## src/rtl/mod_updown_counter.sv

```systemverilog
`default_nettype none
// +----------------------------------------------------------------------------+
// | Module   : mod_updown_counter                                              |
// | Purpose  : Parametrised up/down modulo counter with synchronous load,      |
// |            direction control, wrap or saturate bound behaviour, a          |
// |            one-cycle terminal-count pulse, a sticky overflow flag and an    |
// |            optional prescaler (enabled by defining COUNTER_PRESCALE_EN).   |
// | Ports    : clk       - clock, all state changes on rising edge             |
// |            rst_n     - asynchronous active-low reset                       |
// |            en        - count enable; counter and prescaler hold when low   |
// |            up_dn     - direction, 1 = up, 0 = down                         |
// |            saturate  - 1 = stop at bound, 0 = wrap modulo                  |
// |            load      - synchronous load strobe (highest priority)          |
// |            load_val  - value to load, clamped to MODULO-1                  |
// |            clr_ovf   - clears the sticky overflow flag                     |
// |            count     - current count (registered)                          |
// |            tc        - terminal-count pulse after a bound step             |
// |            ovf       - sticky wrap flag                                    |
// | Macro    : COUNTER_PRESCALE_EN - adds a PRESCALE-cycle step prescaler      |
// | Revision : 1.0 - initial release                                           |
// +----------------------------------------------------------------------------+
module mod_updown_counter #(
  parameter int WIDTH    = 8,
  parameter int MODULO   = 256,
  parameter int PRESCALE = 4
) (
  input  logic             clk,
  input  logic             rst_n,
  input  logic             en,
  input  logic             up_dn,
  input  logic             saturate,
  input  logic             load,
  input  logic [WIDTH-1:0] load_val,
  input  logic             clr_ovf,
  output logic [WIDTH-1:0] count,
  output logic             tc,
  output logic             ovf
);

  // Constants are kept WIDTH+1 bits wide so MODULO = 2^WIDTH is representable
  // and the load clamp comparison cannot overflow.
  localparam logic [WIDTH:0] MOD_EXT  = (WIDTH+1)'(MODULO);
  localparam logic [WIDTH:0] LAST_EXT = (WIDTH+1)'(MODULO - 1);
  localparam logic [WIDTH:0] ONE_EXT  = (WIDTH+1)'(1);

  // Elaboration-time parameter legality checks.
  if (WIDTH < 2) begin : g_bad_width
    $error("mod_updown_counter: WIDTH must be >= 2");
  end
  if ((MODULO < 2) || (MODULO > (1 << WIDTH))) begin : g_bad_modulo
    $error("mod_updown_counter: MODULO must be in 2..2^WIDTH");
  end
  if (PRESCALE < 1) begin : g_bad_prescale
    $error("mod_updown_counter: PRESCALE must be >= 1");
  end

  logic [WIDTH-1:0] count_q, count_d;
  logic             tc_q, tc_d;
  logic             ovf_q, ovf_d;
  logic             step;
  logic             at_bound;
  logic             wrap;
  logic [WIDTH:0]   count_ext;
  logic [WIDTH:0]   load_ext;
  logic [WIDTH:0]   next_ext;

`ifdef COUNTER_PRESCALE_EN
  // Prescaler: counts enabled cycles 0..PRESCALE-1; a step is taken on the
  // enabled cycle where it sits at PRESCALE-1. A load restarts the phase.
  localparam int              PS_W    = (PRESCALE > 1) ? $clog2(PRESCALE) : 1;
  localparam logic [PS_W-1:0] PS_LAST = PS_W'(PRESCALE - 1);
  localparam logic [PS_W-1:0] PS_ONE  = PS_W'(1);

  logic [PS_W-1:0] presc_q, presc_d;
  logic            presc_done;

  always_comb begin
    presc_done = (presc_q == PS_LAST);
    presc_d    = presc_q;
    if (load) begin
      presc_d = '0;
    end else if (en) begin
      presc_d = presc_done ? '0 : (presc_q + PS_ONE);
    end
  end

  always_ff @(posedge clk or negedge rst_n) begin
    if (!rst_n) begin
      presc_q <= '0;
    end else begin
      presc_q <= presc_d;
    end
  end

  assign step = en & ~load & presc_done;
`else
  assign step = en & ~load;
`endif

  always_comb begin
    count_ext = {1'b0, count_q};
    load_ext  = {1'b0, load_val};
    at_bound  = up_dn ? (count_ext == LAST_EXT) : (count_ext == '0);
    wrap      = step & at_bound & ~saturate;

    next_ext = count_ext;
    if (load) begin
      next_ext = (load_ext >= MOD_EXT) ? LAST_EXT : load_ext;
    end else if (step) begin
      if (!at_bound) begin
        next_ext = up_dn ? (count_ext + ONE_EXT) : (count_ext - ONE_EXT);
      end else if (!saturate) begin
        next_ext = up_dn ? '0 : LAST_EXT;
      end
    end

    // The bound check keeps next_ext inside 0..MODULO-1, so the extra MSB is
    // never set; it is folded into a clamp so an out-of-range value can
    // never reach the register.
    count_d = next_ext[WIDTH] ? LAST_EXT[WIDTH-1:0] : next_ext[WIDTH-1:0];

    // Loads and holds leave step low, so tc is only raised by a bound step.
    tc_d  = step & at_bound;
    // A wrap on the same edge as clr_ovf leaves the flag set.
    ovf_d = wrap | (ovf_q & ~clr_ovf);
  end

  always_ff @(posedge clk or negedge rst_n) begin
    if (!rst_n) begin
      count_q <= '0;
      tc_q    <= 1'b0;
      ovf_q   <= 1'b0;
    end else begin
      count_q <= count_d;
      tc_q    <= tc_d;
      ovf_q   <= ovf_d;
    end
  end

  assign count = count_q;
  assign tc    = tc_q;
  assign ovf   = ovf_q;

endmodule
`default_nettype wire

```

## config.mk

```make
export PLATFORM = sky130hd
export DESIGN_NAME = mod_updown_counter
export DESIGN_NICKNAME = d
export VERILOG_FILES = /design/src/rtl/mod_updown_counter.sv
export SDC_FILE = /design/constraint.sdc
export NUM_CORES = 1
export LEC_CHECK = 0
export BUFFER_PORTS_ARGS = -buffer_cell sky130_fd_sc_hd__buf_2
export CAP_MARGIN = 20
export CORE_MARGIN = 2
export CORE_UTILIZATION = 55
export CTS_CLUSTER_SIZE = 14
export DETAILED_ROUTE_END_ITERATION = 16
export PLACE_DENSITY_LB_ADDON = 0.2
export SLEW_MARGIN = 20
export SYNTH_ARGS = -nofsm -noshare
export SYNTH_HDL_FRONTEND = slang
export SYNTH_SLANG_ARGS = --single-unit
```

## constraint.sdc

```tcl
create_clock -name clk -period 4.35 [get_ports clk]
set_input_delay 0.2175 -clock clk [delete_from_list [all_inputs] [get_ports clk]]
set_output_delay 0.2175 -clock clk [all_outputs]
set_load 0.05 [all_outputs]
```

==> metrics, run 1 <==
status=finished, final reports clean; CTS Hold Bufs=1; Ant. Diodes=0; CP Capture Type=flop; Final Wtd Congestion=0.853; Int Pwr=230 uW; Clock Pin Slew Worst Setup and Hold Paths=0.06 ns; die width=44.8 um; GR Overflow Total=0; # resized after CTS=0; min cycle time layout=2.14 ns; fin. max-slew vios=0; Core ar.=0.00154 mm2; mux cell area share after synthesis=0%; clk sinks=10; final worst path period share=49.3%; starting DRC count in detailed routing=15; layout cells sized above 1=28.9%; commonest cells in the netlist=dfrtp_1, a21oi_1, nor2_1, o22a_1; Total Neg Setup Slack=0 ns; Synth Area in Adders=11.7%; most numerous cell in the Yosys netlist=dfrtp_1; Max-slew headroom=72.2%; Die Span Y=44.8 um; RSZ-0062 raised after global routing=false; Mapped Cells=103; DRT antenna net count=0; Comb power frac=55.5%; drt total wl=2.05 mm; largest family of logic cells by synthesized area=compound AO/OA/AOI/OAI gates; Post-synth top flop=dfrtp_1; Buffers on Ports=24; Synth area leaders=dfrtp_1, ha_1, o22a_1; clock share of power=14.4%; Post-synth EDFFs=0; drt via density=6.19; # rows=14; die area=0.00201 mm2; Initial Util=59.5%; FF+latch count, synth=10; Syn Nets=126; Pleak=0.502 nW; # setup viols final=0; Avg Inst Size Synth=8.90 um2; num ports=25; Total Routing Usage GR=22.6%; switching power=205 uW; CTS H-tree lvls=1; Max Cap Viol=0; drt drc=0; post-CTS setup buffer count=0; Area growth, synth to finish=15.1%; clk_lat worst skew=0.26 ns; largest net degree at the start of global routing=12; first-pass GRT wire length=3.37 mm; largest area contributor in the netlist=dfrtp_1; CP required=4.50 ns; simple-gate share of the synthesized area=21.1%; fmax=467 MHz; crit start category=flop; power density cells=412 mW/mm2; post-synthesis xor/xnor area fraction=5.73%; synth warn=0; post-synthesis sequential area ratio=27.3%; Max Buffers Root-to-Sink=2; Fin. Hold Viols=0; length of the first detailed-routing pass in iterations=4; register share of total power=30.1%; Worst Tran Pin Value=0.417 ns; hold crit path type=in -> reg; CP max FO=7; worst vdd ir=0.266 mV; asr flop ratio synth=100%; Nets=153; switching share of power=47.1%; DR WL/cell=14.2 um; total power=435 uW; worst path arrival time=2.30 ns; top cell type's share of synthesized area=27.3%; Post-Syn Area=917 um2; CTS tree=yes; HPWL Detailed=1.60 mm; Num CTS Buffers=3; DR vias=892; synth unique cells=37; clock skew=0.00305 ns; Worst Setup Path Type=reg -> reg; vias in the first global route=805; initial antenna violation count=0; root buffer cell=clkbuf_4; Compound-Gate Fraction of Synth Area=27.8%
==> final cells by class <==
cell class / instances / area, um2
clock buffers: 3 / 22.5
fillers: 133 / 485
inverters: 6 / 23.8
multi-input cells: 84 / 609
flip-flops and latches: 10 / 250
well taps: 16 / 20.0
repair buffers: 25 / 130
==> worst paths after layout <==
kind                                              to                  from  slack [ns]  cells past startpoint
worst min register to register         ovf$_DFF_PN0_         ovf$_DFF_PN0_        0.54                      2
min in group asynchronous       count[6]$_DFFE_PN0P_                 rst_n        0.33                      2
max in group asynchronous       count[2]$_DFFE_PN0P_                 rst_n        3.82                      2
worst max register to register  count[7]$_DFFE_PN0P_  count[0]$_DFFE_PN0P_        2.21                      7
worst min-delay path                   ovf$_DFF_PN0_               clr_ovf        0.13                      2
worst max-delay path            count[7]$_DFFE_PN0P_  count[0]$_DFFE_PN0P_        2.21                      7
==> through the flow <==
stage                     setup WS [ns]  area (um2)  cells  hold WS (ns)  utilization, %
final                              2.21        1060    144         0.127            68.5
after global placement             2.26        1020    140        0.0829            66.4
after CTS                          2.21        1060    144         0.119            68.5
after detailed placement           2.19        1020    140        0.0901            66.4
after global routing               2.10        1060    144         0.121            68.5
after floorplan                    2.15         917    103       -0.0781               -
==> worst max-delay path, stage by stage, from the launching register on <==
cell     delay, ns
dfrtp_1       0.46
fa_1          0.45
a21oi_1       0.17
nor2_1        0.09
o31ai_1       0.32
a311o_2       0.26
nand2_4       0.08
o22a_1        0.20
==> cells in the final DEF, fill, tap and decap left out, drive strengths merged, types with 2 or more instances in the layout <==
master  Yosys  layout
o211ai      3       3
o31ai       2       2
xor2        3       3
ha          7       7
buf         3      24
nor3        2       2
o22a        8       8
nand2       9       9
a21oi       9       9
dfrtp      10      10
clkbuf      0       3
nor4        2       2
inv         5       5
nand3       2       2
o21ai       7       7
xnor2       3       3
nor2       10      10
nand4       2       2
a21o        3       3
==> registers in the layout, summed over array words and instances, names as in the netlist <==
signal	count
count	8
ovf	1
tc	1
==> routing by layer <==
| metal | global-route usage [%] | routed length (um) | up-vias |
|---|---|---|---|
| met5 | 0 | 0 | - |
| met4 | 10.0 | 19 | 0 |
| met3 | 2.40 | 96 | 2 |
| met2 | 36.2 | 984 | 32 |
| met1 | 31.0 | 947 | 419 |
| li1 | - | - | 439 |
==> power groups by stage <==
stage | clock, mW | combinational [mW] | sequential (mW)
after floorplan | 0 | 0.138 | 0.180
after global placement | 0 | 0.236 | 0.132
after detailed placement | 0 | 0.239 | 0.132
after CTS | 0.0658 | 0.242 | 0.130
after global routing | 0.0665 | 0.264 | 0.134
final | 0.0629 | 0.242 | 0.131
==> kinds of logic (layout without fill, tap and decap cells) <==
kind of cell / after synthesis / after routing
simple gates: 33 / 33
compound gates: 37 / 37
buf+inv: 9 / 34
flops: 10 / 10
fa+ha+maj: 8 / 8
xor+xnor: 6 / 6
Power figures use the tool's default switching activity.
==> inputs of run 2 (changes only) <==
--- a/config.mk
+++ b/config.mk
@@ -8,7 +8,7 @@
 export BUFFER_PORTS_ARGS = -buffer_cell sky130_fd_sc_hd__buf_2
 export CAP_MARGIN = 20
 export CORE_MARGIN = 2
-export CORE_UTILIZATION = 55
+export CORE_UTILIZATION = 51
 export CTS_CLUSTER_SIZE = 14
 export DETAILED_ROUTE_END_ITERATION = 16
 export PLACE_DENSITY_LB_ADDON = 0.2
==> constraint.sdc (replaced) <==
create_clock -name clk -period 2.05 [get_ports clk]
set_input_delay 0.1025 -clock clk [delete_from_list [all_inputs] [get_ports clk]]
set_output_delay 0.1025 -clock clk [all_outputs]
set_load 0.05 [all_outputs]
==> metrics, run 2 (synthesis gave the netlist of run 1 again) <==
status=finished, final reports clean; die width=46.4 um; clk_lat worst skew=0.27 ns; worst vdd ir=0.500 mV; fin. max-slew vios=0; fin cells=160; first-pass GRT wire length=3.73 mm; Max Cap Viol=0; placed instance area=0.00107 mm2; vias in the first global route=821; largest net degree at the start of global routing=11; CP max FO=7; CTS tree=yes; max reg flops=8; hold_sp=saturate; post-route cell area=0.00115 mm2; Max-slew headroom=71.3%; commonest non-fill, non-tap cell in the layout=buf_2; Die Span Y=46.4 um; DR vias=916; worst path arrival time=2.21 ns; slowest stage delay, CP=0.45 ns; crit start category=flop; Core ar.=0.00171 mm2; hold crit path type=in -> reg; Final Wtd Congestion=0.894; num ports=25; fmax=498 MHz; dpl cells=153; Ant. Diodes=0; CTS H-tree lvls=1; # rows=15; Worst Setup Path Type=reg -> reg; Area growth, synth to finish=25.9%; drt via density=5.73; Crit-path slowest cell=dfrtp_2; Total Routing Usage GR=24.8%; FF-to-FF Start=count[1]$_DFFE_PN0P_; Num CTS Buffers=3; Clock Pin Slew Worst Setup and Hold Paths=0.07 ns; crit path from=count[1]$_DFFE_PN0P_; die area=0.00215 mm2; power density cells=887 mW/mm2; worst-path cell chain=fa_2 -> a21oi_2 -> nor2_2 -> nand4bb_1 -> a311o_2 -> nand2_4 -> o22a_1; min cycle time layout=2.01 ns; Initial Util=53.7%; root buffer cell=clkbuf_4; layout cells sized above 1=39.3%; Pleak=0.529 nW; post-place setup slack=0.00297 ns; Nets=159; DRT antenna net count=0; final worst path period share=97.9%; DR WL/cell=14.7 um; Worst Tran Pin Value=0.430 ns; Fin. Hold Viols=0; Hold Slack=0.0490 ns; length of the first detailed-routing pass in iterations=4; Max Buffers Root-to-Sink=2; starting DRC count in detailed routing=21; Final WS setup=0.0427 ns; drt total wl=2.35 mm; Buffers on Ports=24; commonest non-fill, non-tap cells in the layout=buf_2, nor2_1, o22a_1, a21oi_1, nand2_1; Final Util=67.6%; clock skew=0.00102 ns; GR Overflow Total=0; RSZ-0062 raised after global routing=true; CP Capture Type=flop; HPWL Detailed=1.74 mm; drt drc=0; clk sinks=10; CP required=2.26 ns; initial antenna violation count=0; # setup viols final=0
[run 2: metal layers]
metal / share of wire [%] / track usage (%) / routed length [um] / up-vias
met1: 44 / 33.7 / 1020 / 426
met5: 0 / 0 / 0 / -
met2: 51 / 38.9 / 1190 / 39
met3: 4.6 / 3.53 / 109 / 4
met4: 1.1 / 10.9 / 25 / 0
li1: - / - / - / 447
[run 2: per-stage QoR]
| step | total power [mW] | TNS [ns] |
|---|---|---|
| floorplan | 0.682 | 0 |
| global placement | 0.800 | 0 |
| detailed placement | 0.808 | 0 |
| CTS | 1.01 | 0 |
| global route | 1.09 | -0.0692 |
| finish | 1.02 | 0 |
[run 2: worst paths after layout]
| path | cells past startpoint | endpoint | slack, ns |
|---|---|---|---|
| worst max-delay path | 7 | count[2]$_DFFE_PN0P_ | 0.04 |
| worst min-delay path | 2 | ovf$_DFF_PN0_ | 0.05 |
| worst max register to register | 7 | count[2]$_DFFE_PN0P_ | 0.04 |
| worst min register to register | 2 | ovf$_DFF_PN0_ | 0.56 |
| max in group asynchronous | 2 | count[0]$_DFFE_PN0P_ | 1.63 |
| min in group asynchronous | 2 | ovf$_DFF_PN0_ | 0.21 |
[run 2: final cells by class]
cell class | instances | area, um2
Multi-Input combinational cell | 84 | 631
Clock buffer | 4 | 36.3
Sequential cell | 10 | 255
Inverter | 6 | 23.8
Timing Repair Buffer | 31 | 178
Tap cell | 25 | 31.3
Fill cell | 141 | 553
[run 2: power by group]
| group | internal [mW] | switching (mW) | total, mW |
|---|---|---|---|
| combinational | 0.218 | 0.348 | 0.566 |
| sequential | 0.232 | 0.0425 | 0.274 |
| clock | 0.108 | 0.0760 | 0.184 |
[run 2: repair_timing]
item | 4_1_cts | 5_1_grt
buffers inserted | 0 | 1
endpoints found under the setup margin | 6 | 8
pin swaps | 0 | 1
endpoints found under the hold margin | 11 | 0
gates resized for setup | 2 | 3
hold buffers | 2 | 0
[run 2: critical path, delay by kind of cell (launching register included)]
kind	cells	cell delay [ns]
AO/OA/AOI/OAI	3	0.73
flip-flops	1	0.45
AND/OR/NAND/NOR	3	0.40
adder cells (fa/ha/maj)	1	0.37
==> inputs of run 3 (changes only) <==
--- a/config.mk
+++ b/config.mk
@@ -11,7 +11,7 @@
 export CORE_UTILIZATION = 51
 export CTS_CLUSTER_SIZE = 14
 export DETAILED_ROUTE_END_ITERATION = 16
-export PLACE_DENSITY_LB_ADDON = 0.2
+export PLACE_DENSITY_LB_ADDON = 0.25
 export SLEW_MARGIN = 20
 export SYNTH_ARGS = -nofsm -noshare
 export SYNTH_HDL_FRONTEND = slang
==> metrics, run 3 (synthesis gave the netlist of run 1 again) <==
status=finished, final reports clean; fin cells=159; clk_lat worst skew=0.26 ns; vias in the first global route=823; CP max FO=7; CTS tree=yes; Max-slew headroom=71.8%; final worst path period share=98.5%; initial antenna violation count=0; Final Wtd Congestion=0.835; HPWL Detailed=1.80 mm; drt total wl=2.31 mm; crit start category=flop; power density cells=866 mW/mm2; min cycle time layout=2.02 ns; worst path arrival time=2.22 ns; hold_sp=clr_ovf; Nets=158; die width=46.4 um; GR Overflow Total=0; fillers=151; Area growth, synth to finish=25.5%; Ant. Diodes=0; Initial Util=53.7%; Comb power frac=57.9%; worst-path cell chain=fa_2 -> a21oi_2 -> nor2_2 -> nand4bb_1 -> a311o_2 -> nand2_4 -> o22a_1; commonest non-fill, non-tap cells in the layout=buf_2, nor2_1, o22a_1; sum of buffers and inverters on the critical path=0; # rows=15; Total Routing Usage GR=23.4%; starting DRC count in detailed routing=20; clk sinks=10; slowest stage delay, CP=0.42 ns; worst vdd ir=0.496 mV; commonest non-fill, non-tap cell in the layout=buf_2; switching power=463 uW; Crit-path slowest cell=dfrtp_2; Die Span Y=46.4 um; dpl cells=153; DR vias=908; crit path from=count[0]$_DFFE_PN0P_; Hold Slack=0.0286 ns; first-pass GRT wire length=3.57 mm; Max Cap Viol=0; Clock Pin Slew Worst Setup and Hold Paths=0.07 ns; Max Buffers Root-to-Sink=2; Num CTS Buffers=3; Worst Tran Pin Value=0.423 ns; DR WL/cell=14.5 um; FF-to-FF Start=count[0]$_DFFE_PN0P_; fmax=495 MHz; Final Util=67.4%; Fin. Hold Viols=0; DRT antenna net count=0; Worst Setup Path Type=reg -> reg; register share of total power=27.8%; CTS H-tree lvls=1; max reg flops=8; num ports=25; CP Capture Type=flop; largest net degree at the start of global routing=11; switching share of power=46.5%; clock skew=0.00403 ns; CP required=2.25 ns; Int Pwr=533 uW; # setup viols final=0; Buffers on Ports=24; root buffer cell=clkbuf_4; die area=0.00215 mm2; drt drc=0; Largest delay share family, worst path=compound AO/OA/AOI/OAI gates; total power=996 uW; Core ar.=0.00171 mm2; fin. max-slew vios=0; hold crit path type=in -> reg; clock share of power=14.3%; Pleak=0.519 nW; length of the first detailed-routing pass in iterations=4; drt via density=5.71; layout cells sized above 1=40.3%
[run 3: power by group through the flow]
stage	Sequential, mW	Clock [mW]	Combinational, mW
after floorplan	0.387	0	0.295
after global placement	0.275	0	0.526
after detailed placement	0.278	0	0.533
after CTS	0.273	0.145	0.546
after global routing	0.282	0.151	0.623
final	0.277	0.142	0.577
[run 3: stage by stage]
step	setup TNS, ns	worst slack, ns	instance area [um2]
after global placement	0	0.00347	1070
after global routing	-0.0908	-0.0204	1150
final	0	0.0303	1150
after detailed placement	-0.149	-0.0294	1070
after floorplan	0	0.00789	925
after CTS	0	0.0352	1120
[run 3: final cells by class]
| class | instances | area [um2] | share of cell area, % |
|---|---|---|---|
| Multi-Input combinational cell | 84 | 647 | 56.2 |
| Sequential cell | 10 | 255 | 22.2 |
| Timing Repair Buffer | 30 | 168 | 14.6 |
| Tap cell | 25 | 31.3 | 2.72 |
| Clock buffer | 4 | 26.3 | 2.28 |
| Inverter | 6 | 23.8 | 2.07 |
[run 3: worst paths after layout]
path	cells past startpoint	end	slack, ns
max	7	count[7]$_DFFE_PN0P_	0.03
min reg2reg	2	ovf$_DFF_PN0_	0.56
max reg2reg	7	count[7]$_DFFE_PN0P_	0.03
max in group asynchronous	2	count[4]$_DFFE_PN0P_	1.59
min	2	ovf$_DFF_PN0_	0.03
min in group asynchronous	2	ovf$_DFF_PN0_	0.24
[run 3: repair_timing]
| item | 4_1_cts | 5_1_grt |
|---|---|---|
| hold buffers | 1 | 0 |
| hold endpoints to repair | 10 | 0 |
| setup buffers | 0 | 1 |
| endpoints found under the setup margin | 7 | 8 |
| pin swaps | 0 | 0 |
| gates resized for setup | 2 | 5 |
[run 3: per-layer routing]
layer	wire (um)	global-route usage, %
met1	1090	33.5
met5	0	0
met4	10	9.71
met2	1090	35.6
met3	113	2.35
